`src/rtl/instr_issue_unit_if.sv`:
```
// Instruction issue bus: loader write port, run/flush controls and the
// issued-instruction outputs with their status counters.
interface instr_issue_unit_if #(
   parameter int DEPTH = 16
);
   localparam int CW = $clog2(DEPTH) + 1;

   logic          wr_valid;
   logic [31:0]   wr_instr;
   logic          wr_ready;
   logic          run;
   logic          flush;
   logic [31:0]   instr_out;
   logic          issue_valid;
   logic          stall;
   logic [CW-1:0] fifo_count;
   logic [15:0]   issued_count;
   logic [15:0]   bubble_count;

   modport master (
      output wr_valid, wr_instr, run, flush,
      input  wr_ready, instr_out, issue_valid, stall,
             fifo_count, issued_count, bubble_count
   );

   modport slave (
      input  wr_valid, wr_instr, run, flush,
      output wr_ready, instr_out, issue_valid, stall,
             fifo_count, issued_count, bubble_count
   );
endinterface

```
`src/rtl/instr_issue_unit.sv`:
```
// Buffers instruction words in a FIFO and issues one slot per clock, inserting
// NOP bubbles while the head reads a register written within HAZARD_DIST slots.
module instr_issue_unit #(
   parameter int DEPTH       = 16,
   parameter int HAZARD_DIST = 3
) (
   input  logic                clk,
   input  logic                reset,
   instr_issue_unit_if.slave   bus
);
   localparam int AW = $clog2(DEPTH);
   localparam int CW = AW + 1;

   typedef enum logic {S_IDLE, S_RUN} state_t;

   state_t           r_state, w_state_next;
   logic [31:0]      r_mem [DEPTH];
   logic [AW-1:0]    r_wr_ptr, r_rd_ptr;
   logic [CW-1:0]    r_count;
   logic [HAZARD_DIST-1:0] r_sb_vld;
   logic [4:0]       r_sb_reg [HAZARD_DIST];
   logic [31:0]      r_instr_out;
   logic             r_issue_valid, r_stall;
   logic [15:0]      r_issued, r_bubbles;

   logic [31:0]      w_head;
   logic             w_empty, w_wr_ready, w_push;
   logic             w_is_r, w_is_i, w_reads_rs, w_reads_rt, w_writes;
   logic [HAZARD_DIST-1:0] w_hit;
   logic             w_hazard, w_slot, w_pop, w_bubble;

   assign w_head     = r_mem[r_rd_ptr];
   assign w_empty    = (r_count == '0);
   assign w_wr_ready = (r_count < CW'(DEPTH));
   assign w_push     = bus.wr_valid && w_wr_ready && !bus.flush;

   // Word 0 has opcode 000 so it decodes as neither class: no reads, no write.
   assign w_is_r     = (w_head[31:29] == 3'b010);
   assign w_is_i     = (w_head[31:29] == 3'b011);
   assign w_reads_rs = w_is_r || w_is_i;
   assign w_reads_rt = w_is_r;
   assign w_writes   = w_is_r || w_is_i;

   generate
      for (genvar gi = 0; gi < HAZARD_DIST; gi++) begin : g_hit
         assign w_hit[gi] = r_sb_vld[gi] &&
            ((w_reads_rs && (r_sb_reg[gi] == w_head[20:16])) ||
             (w_reads_rt && (r_sb_reg[gi] == w_head[15:11])));
      end
   endgenerate

   assign w_hazard = !w_empty && (|w_hit);

   always_comb begin
      w_state_next = r_state;
      w_slot       = 1'b0;
      w_pop        = 1'b0;
      w_bubble     = 1'b0;
      case (r_state)
         S_IDLE: begin
            if (bus.run) w_state_next = S_RUN;
         end
         S_RUN: begin
            if (!bus.run) begin
               w_state_next = S_IDLE;
            end else begin
               w_slot = 1'b1;
               if (!w_empty) begin
                  if (w_hazard) w_bubble = 1'b1;
                  else          w_pop    = 1'b1;
               end
            end
         end
         default: w_state_next = S_IDLE;
      endcase
   end

   always_ff @(posedge clk or negedge reset) begin
      if (!reset) r_state <= S_IDLE;
      else        r_state <= w_state_next;
   end

   always_ff @(posedge clk) begin
      if (w_push) r_mem[r_wr_ptr] <= bus.wr_instr;
   end

   always_ff @(posedge clk or negedge reset) begin
      if (!reset) begin
         r_wr_ptr <= '0;
         r_rd_ptr <= '0;
         r_count  <= '0;
      end else if (bus.flush) begin
         r_wr_ptr <= '0;
         r_rd_ptr <= '0;
         r_count  <= '0;
      end else begin
         if (w_push) r_wr_ptr <= r_wr_ptr + AW'(1);
         if (w_pop)  r_rd_ptr <= r_rd_ptr + AW'(1);
         case ({w_push, w_pop})
            2'b10:   r_count <= r_count + CW'(1);
            2'b01:   r_count <= r_count - CW'(1);
            default: r_count <= r_count;
         endcase
      end
   end

   // Entry 0 holds the destination of the most recent slot; older ones age outward.
   generate
      for (genvar gi = 0; gi < HAZARD_DIST; gi++) begin : g_sb
         always_ff @(posedge clk or negedge reset) begin
            if (!reset) begin
               r_sb_vld[gi] <= 1'b0;
               r_sb_reg[gi] <= '0;
            end else if (bus.flush) begin
               r_sb_vld[gi] <= 1'b0;
               r_sb_reg[gi] <= '0;
            end else if (w_slot) begin
               if (gi == 0) begin
                  r_sb_vld[gi] <= w_pop && w_writes;
                  r_sb_reg[gi] <= w_head[25:21];
               end else begin
                  r_sb_vld[gi] <= r_sb_vld[(gi == 0) ? 0 : gi - 1];
                  r_sb_reg[gi] <= r_sb_reg[(gi == 0) ? 0 : gi - 1];
               end
            end
         end
      end
   endgenerate

   always_ff @(posedge clk or negedge reset) begin
      if (!reset) begin
         r_instr_out   <= '0;
         r_issue_valid <= 1'b0;
         r_stall       <= 1'b0;
         r_issued      <= '0;
         r_bubbles     <= '0;
      end else if (bus.flush) begin
         r_instr_out   <= '0;
         r_issue_valid <= 1'b0;
         r_stall       <= 1'b0;
         r_issued      <= '0;
         r_bubbles     <= '0;
      end else begin
         r_instr_out   <= w_pop ? w_head : 32'h0;
         r_issue_valid <= w_pop;
         r_stall       <= w_bubble;
         if (w_pop && (r_issued != 16'hFFFF))     r_issued  <= r_issued + 16'd1;
         if (w_bubble && (r_bubbles != 16'hFFFF)) r_bubbles <= r_bubbles + 16'd1;
      end
   end

   assign bus.wr_ready     = w_wr_ready;
   assign bus.instr_out    = r_instr_out;
   assign bus.issue_valid  = r_issue_valid;
   assign bus.stall        = r_stall;
   assign bus.fifo_count   = r_count;
   assign bus.issued_count = r_issued;
   assign bus.bubble_count = r_bubbles;
endmodule

```
`src/flat_wrapper.sv`:
```
// flat-port wrapper written by rule: the top's interface ports become plain ports
module instr_issue_unit_flat 
#(
   parameter int DEPTH       = 16,
   parameter int HAZARD_DIST = 3
)
  (clk, reset, bus_wr_valid, bus_wr_instr, bus_run, bus_flush, bus_wr_ready, bus_instr_out, bus_issue_valid, bus_stall, bus_fifo_count, bus_issued_count, bus_bubble_count);
  instr_issue_unit_if #(.DEPTH(DEPTH)) bus_i ();
  input  logic clk;
  input  logic reset;
  input wire logic [$bits(bus_i.wr_valid)-1:0] bus_wr_valid;
  input wire logic [$bits(bus_i.wr_instr)-1:0] bus_wr_instr;
  input wire logic [$bits(bus_i.run)-1:0] bus_run;
  input wire logic [$bits(bus_i.flush)-1:0] bus_flush;
  output wire logic [$bits(bus_i.wr_ready)-1:0] bus_wr_ready;
  output wire logic [$bits(bus_i.instr_out)-1:0] bus_instr_out;
  output wire logic [$bits(bus_i.issue_valid)-1:0] bus_issue_valid;
  output wire logic [$bits(bus_i.stall)-1:0] bus_stall;
  output wire logic [$bits(bus_i.fifo_count)-1:0] bus_fifo_count;
  output wire logic [$bits(bus_i.issued_count)-1:0] bus_issued_count;
  output wire logic [$bits(bus_i.bubble_count)-1:0] bus_bubble_count;
  assign bus_i.wr_valid = bus_wr_valid;
  assign bus_i.wr_instr = bus_wr_instr;
  assign bus_i.run = bus_run;
  assign bus_i.flush = bus_flush;
  assign bus_wr_ready = bus_i.wr_ready;
  assign bus_instr_out = bus_i.instr_out;
  assign bus_issue_valid = bus_i.issue_valid;
  assign bus_stall = bus_i.stall;
  assign bus_fifo_count = bus_i.fifo_count;
  assign bus_issued_count = bus_i.issued_count;
  assign bus_bubble_count = bus_i.bubble_count;
  instr_issue_unit #(.DEPTH(DEPTH), .HAZARD_DIST(HAZARD_DIST)) u_core (.clk(clk), .reset(reset), .bus(bus_i));
endmodule
```
`config.mk`:
```
export PLATFORM = sky130hd
export DESIGN_NAME = instr_issue_unit_flat
export DESIGN_NICKNAME = d
export VERILOG_FILES = /design/src/rtl/instr_issue_unit_if.sv /design/src/rtl/instr_issue_unit.sv /design/src/flat_wrapper.sv
export SDC_FILE = /design/constraint.sdc
export NUM_CORES = 1
export LEC_CHECK = 0
export BUFFER_PORTS_ARGS = -buffer_cell sky130_fd_sc_hd__buf_4
export CAP_MARGIN = 20
export CORE_UTILIZATION = 60
export CTS_CLUSTER_SIZE = 30
export DETAILED_ROUTE_END_ITERATION = 10
export GPL_TIMING_DRIVEN = 0
export PLACE_DENSITY_LB_ADDON = 0.1
export SYNTH_ARGS = -nofsm -noshare
export SYNTH_HDL_FRONTEND = slang
export SYNTH_SLANG_ARGS = --single-unit
```
`constraint.sdc`:
```
create_clock -name clk -period 5.01 [get_ports clk]
set_input_delay 1.002 -clock clk [delete_from_list [all_inputs] [get_ports clk]]
set_output_delay 1.002 -clock clk [all_outputs]
set_load 0.02 [all_outputs]
```
After elaboration in Yosys (flattened, before gate mapping)
Memories as Yosys holds them, arrays and structs flattened.
Cells that the tools add are included.
- register bits after elaboration: 98
- memory bits (writable): 512
- output and inout port bits: 72
- memories kept: 1
- $add $sub $neg: 6
- order comparisons: 1
- equality and inequality tests: 12
- muxes and demuxes: 38
- reductions and logical operators: 29
- memory list (name ; depth ; width ; read ports ; clocked after memory_dff ; wr ports ; RTL line ; text):
    u_core.r_mem ; 16 ; 32 ; 1 ; 0 ; 1 ; instr_issue_unit.sv:17 ; logic [31:0] r_mem [DEPTH];
- operators with widths (operator ; number):
    16-bit two-way mux ; 4
    32-bit two-way mux ; 2
    5-bit two-way mux ; 7
    16-bit by 1-bit adder with 16-bit output, second input constant ; 2
    16-bit != test, second input constant ; 2
    5-bit == test ; 6
    1-bit two-way mux ; 20
    4-bit two-way mux ; 4
    1-bit logical AND ; 15
    5-bit case mux with 2 select lines ; 1
    2-bit nonzero test ; 5
    4-bit by 1-bit adder with 4-bit output, second input constant ; 2
    3-bit by 2-bit == test with 1-bit output, second input constant ; 2
    5-bit by 1-bit adder with 5-bit output, second input constant ; 1
    5-bit zero test ; 1
    5-bit less-than comparator, second input constant ; 1
    5-bit by 1-bit subtractor with 5-bit output, second input constant ; 1
    1-bit logical OR ; 4
    3-bit nonzero test ; 1
    3-bit OR reduction ; 1
    2-bit by 1-bit == test with 1-bit output, second input constant ; 1
    2-bit == test, second input constant ; 1
    1-bit zero test ; 2

Depth between registers and ports, before layout
An unclocked memory read counts as a cell.
- depth in word-level cells: 15
- gate-level depth with buffers: 21

Worst setup path before layout
No wires, ideal clock.
- kind: register to register
- from: register u_core.r_rd_ptr[0]
- to: register u_core.r_count[4] (netlist: u_core.bus.fifo_count[4])
- library setup time: 0.087 ns
- arrival time: 3.863 ns
- required time: 4.923 ns
- setup slack: 1.060 ns
- stages on the path, launching flop included: 20
- clock period less this slack: 3.950 ns
- cell sequence: dfrtp_1 > buf_6 > buf_2 > mux4_2 > a211oi_2 > nor2_1 > xnor2_1 > nor4b_1 > o21ai_1 > nand3_2 > nor2_1 > nand2_1 > inv_1 > ha_1 > nor2b_1 > o21ai_0 > nand2b_1 > nor4_1 > nand2_1 > o211ai_1
- longest elaborated chain between the ends: 15
- elaborated cells on any way between the ends: 33
- classes of those cells: 10 x eq/ne; 6 x mux; 16 x reduce/logical; 1 x memory
- RTL lines (item ; RTL line ; text):
    start: declaration ; instr_issue_unit.sv:18 ; logic [AW-1:0] r_wr_ptr, r_rd_ptr;
    start signal: assignment ; instr_issue_unit.sv:98 ; if (w_pop) r_rd_ptr <= r_rd_ptr + AW'(1);
    memory read 16 x 32 bit (*) ; - ;
    3-bit by 2-bit == test with 1-bit output, on equally long branches ; instr_issue_unit.sv:38, instr_issue_unit.sv:39 ;
    1-bit logical OR ; instr_issue_unit.sv:40 ; assign w_reads_rs = w_is_r || w_is_i;
    1-bit logical AND ; instr_issue_unit.sv:47 ; ((w_reads_rs && (r_sb_reg[gi] == w_head[20:16])) ||
    1-bit logical OR ; instr_issue_unit.sv:47 ;
    1-bit logical AND ; instr_issue_unit.sv:46 ; assign w_hit[gi] = r_sb_vld[gi] &&
    3-bit OR reduction (*) ; instr_issue_unit.sv:52 ; assign w_hazard = !w_empty && (|w_hit);
    1-bit logical AND (*) ; instr_issue_unit.sv:52 ;
    1-bit two-way mux (*) ; instr_issue_unit.sv:69 ; if (w_hazard) w_bubble = 1'b1;
    1-bit two-way mux (*) ; instr_issue_unit.sv:68 ; if (!w_empty) begin
    1-bit two-way mux (*) ; instr_issue_unit.sv:64 ; if (!bus.run) begin
    1-bit two-way mux (*) ; instr_issue_unit.sv:59 ; case (r_state)
    2-bit by 1-bit == test with 1-bit output / 2-bit == test (equally long branches) ; instr_issue_unit.sv:99 ; case ({w_push, w_pop})
    5-bit case mux with 2 select lines ; instr_issue_unit.sv:99 ;
    5-bit two-way mux ; instr_issue_unit.sv:92 ; end else if (bus.flush) begin
    end signal: assignment ; instr_issue_unit.sv:100 ; 2'b10: r_count <= r_count + CW'(1);
    end signal: assignment ; instr_issue_unit.sv:101 ; 2'b01: r_count <= r_count - CW'(1);
    end signal: assignment ; instr_issue_unit.sv:102 ; default: r_count <= r_count;
    end: declaration ; instr_issue_unit.sv:19 ; logic [CW-1:0] r_count;
Every way passes the cells marked *; elsewhere a longest branch is shown, timed or not.
A chain may end at the register's enable or synchronous reset.

Final worst setup path
- from: register u_core.r_rd_ptr[2]
- to: register u_core.r_count[4] (netlist: u_core.bus.fifo_count[4])
The elaborated chain is that of the path after synthesis.

==> results_dict.tcl <==
set metrics [dict create \
    startpoint_type "register" \
    synth_edf_count 512 \
    clkLatencyLatePin_ns 0.61 \
    hp-class "input port to asynchronous set/reset pin" \
    gp_congestion 0.8634 \
    drt_wl_total_um 56470 \
    crit_path_end_kind "register" \
    syn_area_per_cell_um2 18.88 \
    ys.flop_type "edfxtp_1" \
    min_period_ns 4.849 \
    drive_gt1_share_pct 26.61 \
    initial_core_util_pct 60.88 \
    grt_use_total_pct 28.34 \
    overflow 0 \
    rrSetupSlack_ns 0.16 \
    outcome "completed" \
    worstPathMaxFanout 10 \
    final_cell_mix "edfxtp_1 (512), mux4_2 (128), buf_4 (117)" \
    slew_headroom_pct 24.19 \
    final.setup.tns_ns 0 \
    dieArea_mm2 0.04122 \
    htree_levels 2 \
    r2r-start "u_core.r_rd_ptr[2]" \
    first_global_vias 12846 \
    arrival_ns 5.37 \
    worst-slew-pin-transition_ns 1.137 \
    cp.required_ns 5.53 \
    multi_input_area_mm2 0.006121 \
    routedLengthMet1_um 23350 \
    cts.path.max_buffers 3 \
    area_growth_pct 15.85 \
    die_y_um 203.0 \
    mostFrequentLayoutCell "edfxtp_1" \
    reg2reg_to "u_core.bus.fifo_count[4]" \
    crit_path_max_incr_delay_ns 0.56 \
    io_pins 109 \
    path_cells "buf_2 -> clkdlybuf4s15_2 -> mux2i_1 -> mux2i_1 -> xor2_1 -> nor4_1 -> o21ai_1 -> nand3_2 -> nor2_4 -> nand2_1 -> inv_1 -> ha_1 -> nor2b_1 -> o21ai_0 -> nand2b_1 -> nor4_1 -> nand2_1 -> o211ai_1" \
    crit_start "u_core.r_rd_ptr[2]" \
    met3WireLength_um 4964 \
    final.period_utilization_pct 96.80 \
    num-nets-final 1526 \
    remaining_drc_errors 0 \
    cts_tree "built" \
    first_pass_iters 5 \
    io_buffers 108 \
    vias_per_cell 6.372 \
    wl_per_cell_um 27.53 \
    ir_drop_v 0.0003001 \
    drtIter0Drc 1315 \
    synth_area_mm2 0.02424 \
    rsz0062_at_grt "no" \
    antenna_cells 0 \
    ys_warn_count 0 \
    hold_violations 0 \
    synth-seq-cells 610 \
    vias 13069 \
    finalPower_uw 10740 \
    clkSinkCount 610 \
    worst-setup-path-type "register to register" \
    setup_viol 0 \
    fill_cells 2523 \
    regMostFlops "u_core.r_mem" \
    grt_antenna_before_repair 0 \
    finalMaxSlewViolations 0 \
    finClkSkew_ns 0.01822 \
    grt_pass1_wl_um 82990 \
    crit_slowest_cell "clkdlybuf4s15_2" \
    grt_max_degree 48 \
    wl_met2_um 26600 \
    die_x_um 203.0 \
    place_hpwl_um 35110 \
    holdBufCountCts 0 \
    seq_area_mm2 0.01783 \
    synth.distinct_cells 64 \
    numCtsBuffers 58 \
    syn_inst 1284 \
    rr_worst_depth 18 \
    cap_violations 0 \
    place_area_mm2 0.02617 \
    total_leakage_power_uw 0.009544 \
    rows 73 \
    cts-root-buf "clkbuf_16" \
    largest_register_ff_count 512 \
    routed.top_layer "met4" \
    core_area_mm2 0.03982 \
    ant_nets 0 \
    power_density_mw_per_mm2 382.3 \
    synthesis.nets 1332 \
    clkTransAtPathRegs_ns 0.06 \
    async_flop_share_pct 16.07 \
    final_area_mm2 0.02809 \
    synth-seq-area-share_pct 73.53 \
    clock.fmax_mhz 206.2 \
]
-- cells by family after synthesis --
family	after synthesis	synth area share, %
fa+ha+maj	11	0.5987
mux	179	14.02
simple gates	243	5.450
flops	610	73.53
xor+xnor	46	1.662
compound gates	117	3.308
buf+inv	78	1.435
-- power breakdown --
group	total [uW]	internal (uW)	leakage, uW	switching [uW]
sequential	5600	5570	0.00597	34.0
clock	4250	2410	0.000911	1840
combinational	882	388	0.00267	494
total	10700	8370	0.00954	2370
-- how the worst max path moves through the flow --
| stage | endpoint | slack [ns] | depth (start not counted) |
|---|---|---|---|
| detailed placement | u_core.bus.fifo_count[4] | -0.51 | 18 |
| CTS | u_core.bus.fifo_count[4] | 0.15 | 21 |
| floorplan | u_core.bus.fifo_count[4] | 1.06 | 19 |
| global placement | u_core.bus.fifo_count[4] | -0.50 | 18 |
| global route | u_core.bus.fifo_count[4] | 0.009 | 20 |
| finish | u_core.bus.fifo_count[4] | 0.16 | 18 |
-- routing by layer --
layer / vias to the layer above / global-route usage [%]
li1: 5519 / -
met1: 6820 / 41.41
met2: 626 / 44.12
met3: 104 / 4.751
met4: 0 / 9.506
met5: - / 0
-- stage by stage --
step / std cells / setup slack, ns / hold slack, ns / utilization [%]
floorplan: 1284 / 1.060 / 0.4696 / -
global placement: 1917 / -0.4964 / 0.5108 / 64.57
detailed placement: 1940 / -0.5134 / 0.5173 / 65.72
CTS: 2048 / 0.1479 / 0.2739 / 70.41
global route: 2051 / 0.009128 / 0.2781 / 70.53
finish: 2051 / 0.1606 / 0.2833 / 70.53
-- repair_timing --
action / in CTS / in global routing
endpoints found under the setup margin: 4 / 2
setup buffers: 0 / 3
pin swaps: 0 / 1
resized for setup: 4 / 6
hold endpoints to repair: 0 / 0
-- cell type report --
class / instances / share of cell area (%)
timing repair buffer: 134 / 4.530
multi-input combinational: 596 / 21.79
sequential: 610 / 63.47
buffer: 63 / 1.074
tap: 525 / 2.339
clock inverter: 35 / 1.042
clock buffer: 73 / 5.551
inverter: 15 / 0.2005
-- synth_stat cells, types with 27 or more instances --
cell | instances | area [um^2]
edfxtp_1 | 512 | 15370
mux4_2 | 128 | 2883
dfrtp_1 | 98 | 2452
nor2_1 | 48 | 180.2
mux2i_1 | 47 | 470.5
nor2b_1 | 34 | 212.7
clkbuf_1 | 29 | 108.9
a21oi_1 | 28 | 140.1
nand2_1 | 28 | 105.1
nand3_1 | 27 | 135.1
-- critical path: cells and delay by family, from the launching register on --
kind | cells | cell delay [ns]
simple gates | 8 | 1.41
buf+inv | 3 | 1.01
mux | 2 | 0.87
flops | 1 | 0.46
compound gates | 3 | 0.44
fa+ha+maj | 1 | 0.32
xor+xnor | 1 | 0.21
Note: power is estimated with default switching activity, not from simulation.
